File: config.mk
export PLATFORM = sky130hd
export DESIGN_NAME = conv_seq
export DESIGN_NICKNAME = d
export VERILOG_FILES = /design/src/rtl/conv_pkg.sv /design/src/rtl/conv_seq_loader.sv /design/src/rtl/conv_seq.sv
export SDC_FILE = /design/constraint.sdc
export NUM_CORES = 1
export LEC_CHECK = 0
export CORE_AREA = 2 2 295 297
export CTS_CLUSTER_SIZE = 20
export DETAILED_ROUTE_END_ITERATION = 16
export DIE_AREA = 0 0 297 299
export HOLD_SLACK_MARGIN = 0.05
export PLACE_DENSITY = 0.51
export SLEW_MARGIN = 0
export SYNTH_ARGS = -nofsm -noshare
export SYNTH_HDL_FRONTEND = slang
export SYNTH_SLANG_ARGS = --single-unit
File: constraint.sdc
create_clock -name clk -period 2.6 [get_ports clk]
set_input_delay 0.26 -clock clk [delete_from_list [all_inputs] [get_ports clk]]
set_output_delay 0.26 -clock clk [all_outputs]
set_load 0.01 [all_outputs]
File: src/rtl/conv_pkg.sv
// Shared types and constants for the conv MAC host sequencer.
// State encoding, tap/beat counts and the result-width helper.
package conv_pkg;

    typedef enum logic [2:0] {
        S_IDLE,
        S_LOAD,
        S_CLR,
        S_WRITE,
        S_READ,
        S_MAC,
        S_DONE
    } state_t;

    localparam int NUM_TAPS   = 9;
    localparam int LOAD_BEATS = 18;

    function automatic int RES_W(input int d_w);
        return 2 * d_w + 2;
    endfunction

endpackage

File: src/rtl/conv_seq_loader.sv
// Serial-to-parallel loader: 18 beats fill the packed A window, then B filter.
// load_done pulses combinationally on the accepting cycle of the last beat.
module conv_seq_loader
    import conv_pkg::*;
#(
    parameter int D_W = 32
) (
    input  logic                    clk,
    input  logic                    rst,
    input  logic                    clr,
    input  logic                    take,
    input  logic [D_W-1:0]          data,
    output logic                    load_done,
    output logic [NUM_TAPS*D_W-1:0] a,
    output logic [NUM_TAPS*D_W-1:0] b
);

    logic [4:0] beat;

    assign load_done = take && (beat == 5'(LOAD_BEATS - 1));

    always_ff @(posedge clk) begin
        if (rst) begin
            beat <= '0;
            a    <= '0;
            b    <= '0;
        end else if (clr) begin
            beat <= '0;
        end else if (take) begin
            for (int j = 0; j < NUM_TAPS; j++) begin
                if (beat == 5'(j))
                    a[D_W*j +: D_W] <= data;
                if (beat == 5'(j + NUM_TAPS))
                    b[D_W*j +: D_W] <= data;
            end
            beat <= load_done ? '0 : beat + 5'd1;
        end
    end

endmodule

File: src/rtl/conv_seq.sv
// Host sequencer for one conv MAC instance: load, clr/write/read/MAC, return Y.
// Build option CONV_SEQ_RELU_EN clamps a negative captured result to zero.
module conv_seq
    import conv_pkg::*;
#(
    parameter int D_W     = 32,
    parameter int WR_CYC  = 9,
    parameter int MAC_CYC = 12
) (
    input  logic                    clk,
    input  logic                    rst,
    input  logic                    in_valid,
    output logic                    in_ready,
    input  logic [D_W-1:0]          in_data,
    output logic                    res_valid,
    input  logic                    res_ready,
    output logic [RES_W(D_W)-1:0]   res_data,
    output logic                    busy,
    output logic                    conv_clk_en,
    output logic                    conv_clr,
    output logic                    conv_en_wr,
    output logic                    conv_en_rd,
    output logic                    conv_wr,
    output logic                    conv_en_mac,
    output logic                    conv_en_mac_out,
    output logic [NUM_TAPS*D_W-1:0] conv_a,
    output logic [NUM_TAPS*D_W-1:0] conv_b,
    input  logic [RES_W(D_W)-1:0]   conv_y
);

    localparam int Y_W = RES_W(D_W);

    state_t     state;
    state_t     state_nxt;
    logic [7:0] phase;
    logic       take;
    logic       load_done;
    logic       wr_last;
    logic       mac_last;

    assign take     = in_valid && in_ready;
    assign wr_last  = phase == 8'(WR_CYC - 1);
    assign mac_last = phase == 8'(MAC_CYC - 1);

    conv_seq_loader #(.D_W(D_W)) u_loader (
        .clk       (clk),
        .rst       (rst),
        .clr       (state == S_DONE && res_ready),
        .take      (take),
        .data      (in_data),
        .load_done (load_done),
        .a         (conv_a),
        .b         (conv_b)
    );

    always_comb begin
        state_nxt = state;
        unique case (state)
            S_IDLE:  if (take) state_nxt = S_LOAD;
            S_LOAD:  if (load_done) state_nxt = S_CLR;
            S_CLR:   state_nxt = S_WRITE;
            S_WRITE: if (wr_last) state_nxt = S_READ;
            S_READ:  state_nxt = S_MAC;
            S_MAC:   if (mac_last) state_nxt = S_DONE;
            S_DONE:  if (res_ready) state_nxt = S_IDLE;
            default: state_nxt = S_IDLE;
        endcase
    end

    // Outputs are registered from the next state so they line up with state.
    always_ff @(posedge clk) begin
        if (rst) begin
            state           <= S_IDLE;
            phase           <= '0;
            in_ready        <= 1'b0;
            busy            <= 1'b0;
            res_valid       <= 1'b0;
            res_data        <= '0;
            conv_clk_en     <= 1'b0;
            conv_clr        <= 1'b0;
            conv_en_wr      <= 1'b0;
            conv_en_rd      <= 1'b0;
            conv_wr         <= 1'b0;
            conv_en_mac     <= 1'b0;
            conv_en_mac_out <= 1'b0;
        end else begin
            state <= state_nxt;
            if (state_nxt != state)
                phase <= '0;
            else if (state == S_WRITE || state == S_MAC)
                phase <= phase + 8'd1;
            else
                phase <= '0;
            in_ready        <= state_nxt inside {S_IDLE, S_LOAD};
            busy            <= state_nxt != S_IDLE;
            res_valid       <= state_nxt == S_DONE;
            conv_clk_en     <= state_nxt inside {S_CLR, S_WRITE, S_READ, S_MAC};
            conv_clr        <= state_nxt == S_CLR;
            conv_en_wr      <= state_nxt == S_WRITE;
            conv_wr         <= state_nxt == S_WRITE;
            conv_en_rd      <= state_nxt inside {S_READ, S_MAC};
            conv_en_mac     <= state_nxt == S_MAC;
            conv_en_mac_out <= state_nxt == S_MAC;
            if (state == S_MAC && mac_last) begin
`ifdef CONV_SEQ_RELU_EN
                res_data <= conv_y[Y_W-1] ? '0 : conv_y;
`else
                res_data <= conv_y;
`endif
            end
        end
    end

endmodule
# --- After elaboration in Yosys (flattened, before gate mapping) ---
# Cells that the tools add are included.
word_totals:
  word_cells: 105
  out_inout_bits: 652
  regBits: 666
  input_bits: 102
op_classes:
  bitwise: 2
  n_addsub: 2
  muxes: 7
  n_reduce_logical: 32
  eq_ne: 32
ops:
  columns: ["op", "n"]
  rows:
  - ["AND reduction 3 bit", 18]
  - ["equality test 5 x 4 -> 1 bit (second input constant)", 8]
  - ["one-hot mux 3 bit (7 select lines)", 1]
  - ["equality test 5 x 3 -> 1 bit (second input constant)", 4]
  - ["equality test 3 bit (second input constant)", 6]
  - ["equality test 8 x 4 -> 1 bit (second input constant)", 2]
  - ["2-to-1 mux 3 bit", 5]
  - ["equality test 3 x 2 -> 1 bit (second input constant)", 4]
  - ["equality test 5 x 2 -> 1 bit (second input constant)", 2]
  - ["equality test 5 bit (second input constant)", 2]
  - ["adder 8 x 1 -> 8 bit (second input constant)", 1]
  - ["equality test 3 x 1 -> 1 bit (second input constant)", 2]
  - ["zero test 3 bit", 2]
  - ["adder 5 x 1 -> 5 bit (second input constant)", 1]
  - ["equality test 5 x 1 -> 1 bit (second input constant)", 1]
  - ["zero test 5 bit", 1]
  - ["2-to-1 mux 5 bit", 1]
  - ["logical AND 1 bit", 4]
  - ["nonzero test 2 bit", 2]
  - ["nonzero test 4 bit", 1]
  - ["!= test 3 bit", 1]
  - ["nonzero test 3 bit", 1]
  - ["OR reduction 3 bit", 1]
  - ["inverter 1 bit", 2]
  - ["2 further kinds", 2]

# --- Logic depth before layout (Yosys ltp) ---
logic_depth:
  word_depth: 6
  mapped_depth: 10
  ltp_nobuf: 7

# --- By module ---
# Synthesis repeated with hierarchy kept, for this count alone.
hier_totals:
  cells_unflattened: 2430
  hier_area_um2: 25876.1
modules_own_cells:
  columns: ["mod", "cells_per_inst", "seq_area_each_um2", "area_each_um2", "instances"]
  rows:
  - ["conv_seq_loader", 2049, 11631.2, 22729.3, 1]
  - ["conv_seq", 381, 1701.6, 3146.8, 1]

# --- Worst setup path after synthesis ---
# Ideal clock, no wire load.
synth_timing:
  path_type: "flip-flop to flip-flop"
  from: "reg u_loader.beat[0]"
  to: "reg u_loader.b[257]"
  required_time_ns: 2.468
  path_slack_ns: 0.670
  path_buffers: 2
  stages_incl_launch_ff: 9
  t_arrival_ns: 1.798
  setup_time_ns: 0.132
  period_less_slack_ns: 1.930
  cell_sequence: "dfxtp_1 -> ha_1 -> nor2b_1 -> nand3_1 -> or2_2 -> clkbuf_1 -> clkbuf_1 -> nand2_1 -> a21oi_1"
synth_between:
  elab_chain_len: 2
synth_lines:
  columns: ["element", "line_no", "rtl"]
  rows:
  - ["start, declared", "conv_seq_loader.sv:18", "logic [4:0] beat;"]
  - ["start signal, assigned", "conv_seq_loader.sv:36", "beat <= load_done ? '0 : beat + 5'd1;"]
  - ["equality test 5 bit", "conv_seq_loader.sv:33", "if (beat == 5'(j + NUM_TAPS))"]
  - ["AND reduction 3 bit (no line)", null, null]
  - ["end signal, assigned by index", "conv_seq_loader.sv:34", "b[D_W*j +: D_W] <= data;"]
  - ["end, declared", "conv_seq_loader.sv:15", "output logic [NUM_TAPS*D_W-1:0] b"]
# No other way between the ends.
# A chain may end at the register's enable or synchronous reset.

# --- Worst setup path in the final report ---
layout_timing:
  from: "reg u_loader.beat[0]"
  to: "reg u_loader.b[283]"
# The elaborated chain is that of the path after synthesis.

==> out/metrics.csv <==
metric,value,unit
setup.worst_path.end_class,flip-flop,
grt_usage,22.8,%
startpoint_type,flip-flop,
detail-route-antenna-nets,0,
ioPinCount,754,
wl_per_cell,21.6,um
clock_sinks,666,
final_cell_mix,"nand2_1 (1261), clkdlybuf4s50_1 (742), dfxtp_1 (666), a21oi_1 (512), a21oi_2 (131)",
crit_slowest_cell,dfxtp_1,
maxCapViolations,0,
die_w,297,um
viasPerCell,4.58,
via_count,22300,
cts_tree,built,
cts.path.max_buffers,3,
rsz0062_at_grt,false,
netSwitchingFraction,23.9,%
wl,105000,um
ys_warn_count,0,
critPathMaxFanout,32,
grt_pass1_wl,150000,um
cts.clk_slew.worst_paths,60,ps
ys_top_cells_by_area,"dfxtp_1 (54%), nand2_1 (19%), a21oi_1 (10%), a21oi_2 (4.6%), clkbuf_1 (1.8%)",
nets,3774,
avgSynthCellArea,8.22,sq um
power.switching,5.30,mW
yosysSeqAreaShare,53.6,%
layout_min_cycle_time,2220,ps
synth_cell_types,51,
hp-start,in_data[14],
drt_iter0_markers,1478,
gp_congestion,0.758,
min_path_cells,3,
critPathArrivalTime,2680,ps
tns,0,ps
core-area,85900,sq um
period_share,85.2,%
hold_end,u_loader.b[238],
diodes,0,
fp.dieArea,88800,sq um
maxSlewViolCount,0,
firstDrtPassIters,5,
vdd_drop_max,0.600,mV
p_per_area,623,nW/um^2
htree_num_levels,3,
grt_pass1_vias,20900,
fin_skew,44.3,ps
cp_slowest_stage_delay,420,ps
worstSkewPairLatency,620,ps
reg2reg_to,u_loader.b[283],
power_frac_clock,48.9,%
seqCellArea,13300,sq um
synth_area,24900,sq um
synth_nets,3132,
regToRegSetupSlack,380,ps
antenna_found_initial,8,
path_cells,ha_1 -> nor2b_1 -> nand3_1 -> or2_2 -> buf_4 -> nand2_1 -> a21oi_1,
p_leak,11.5,nW
post-synth-top-area-fraction,53.6,%
dp_hpwl,69600,um
finalSetupViolCount,0,
area_delta_synth_final,42.9,%
synth_ff_type,dfxtp_1,
outcome,finished clean,
detailed_place.area,33000,sq um
cp_num_buf_inv,1,
comb_power_share,4.6,%
syn_inst,3023,
layout_commonest_cell,nand2_1,
stdcell_area,35500,sq um
initial_core_util,28.9,%
drive_gt1_share,11.4,%
multiInputGateArea,9530,sq um
path_delay_family,simple AND/OR/NAND/NOR gates,
hold_viol,0,
drc,0,
overflow,0,
rows,108,
hold_path.class,in -> reg,
async_flop_share,0,%
post-route-util,41.3,%
synth-seq-cells,666,
max_clock_freq,451,MHz
worstPathRequired,3070,ps
die_y,299,um
fin_ws,384,ps
cts-resized-gates,0,
yosysTopAreaCell,dfxtp_1,
reg2reg_depth,7,
critPathKind,reg -> reg,
numCtsBuffers,77,
clockRootBuffer,clkbuf_16,
worstMarginPinSlew,991,ps
reg2reg_from,u_loader.beat[0],
grt_max_degree,76,
fill_cells,8734,
p_seq_share,46.4,%
p_int,16.8,mW
slew_headroom,34.0,%
synth-edff-count,0,
power,22.1,mW
io_buffers,753,
dp_slack,221,ps
==> how the worst max path moves through the flow <==
stage | from | end | slack [ps] | depth (start not counted)
5_1_grt | phase[0] | in_ready | 180 | 7
3_5_place_dp | res_ready | u_loader.a[205] | 220 | 7
6_report | u_loader.beat[0] | u_loader.b[283] | 380 | 7
3_3_place_gp | res_ready | u_loader.a[205] | 260 | 7
2_1_floorplan | u_loader.beat[0] | u_loader.b[257] | 670 | 8
4_1_cts | u_loader.beat[0] | u_loader.b[282] | 360 | 7
==> Yosys cell counts, types with 9 or more instances <==
master,n
buf_4,40
nor2_1,23
buf_6,37
inv_1,9
clkbuf_8,30
nand2_1,1262
buf_2,49
clkbuf_1,118
a21oi_2,131
nand2_2,41
dfxtp_1,666
nand3_1,17
a21oi_1,512
==> worst register-to-register path: stages, from the launching register on <==
cell and delay [ps]:
dfxtp_1 420, ha_1 310, nor2b_1 240, nand3_1 260, or2_2 350, buf_4 270, nand2_1 160, a21oi_1 70
==> through the flow <==
stage,instances,hold WS (ps)
global placement,4740,440
global route,4876,152
finish,4876,164
detailed placement,4740,445
CTS,4876,123
floorplan,3023,396
==> layout make-up <==
| cell class | instances | area share [%] |
|---|---|---|
| Sequential cell | 666 | 37.5 |
| Multi-Input combinational cell | 2061 | 26.8 |
| Timing Repair Buffer | 850 | 24.4 |
| Clock buffer | 111 | 6.20 |
| Tap cell | 1155 | 4.07 |
| Clock inverter | 24 | 0.908 |
| Inverter | 9 | 0.0951 |
==> logic make-up (layout without fill, tap and decap cells) <==
family,after synthesis,count (layout),synth area share (%)
buffers and inverters,296,994,8.19
and+or+nand+nor,1388,1388,22.2
DFF,666,666,53.6
xor gates and xnor gates,9,9,0.317
adders and majority gates,7,7,0.352
muxes,1,1,0.0403
AOI/OAI and AO/OA,656,656,15.3
==> sequential cells by signal, indices dropped and copies added (netlist names) <==
name	count
busy	1
conv_clk_en	1
conv_clr	1
conv_en_mac_out	1
conv_en_rd	1
conv_wr	1
in_ready	1
phase	8
res_data	66
res_valid	1
state	3
u_loader.a	288
u_loader.b	288
u_loader.beat	5
==> what timing repair did <==
item	CTS	global route
buffers inserted	0	0
hold buffers	1	0
endpoints found under the hold margin	32	0
==> metal layers <==
layer  routed length (um)  GRT usage, %  vias to the layer above  part of all wire, %
met2                48600          36.6                      772                   46
li1                     -             -                    10900                    -
met5                   12             0                        -                0.011
met1                44900          29.3                    10500                   43
met3                 9160          6.82                      139                  8.7
met4                 2790          6.93                        2                  2.6
==> power by group through the flow <==
stage | Combinational, mW | Clock (mW) | Sequential [mW]
CTS | 1.05 | 11.1 | 10.3
global route | 1.08 | 11.5 | 10.3
floorplan | 0.471 | 0 | 10.5
finish | 1.03 | 10.8 | 10.3
global placement | 1.04 | 0 | 10.5
detailed placement | 1.04 | 0 | 10.5
Note: power is estimated with default switching activity, not from simulation.
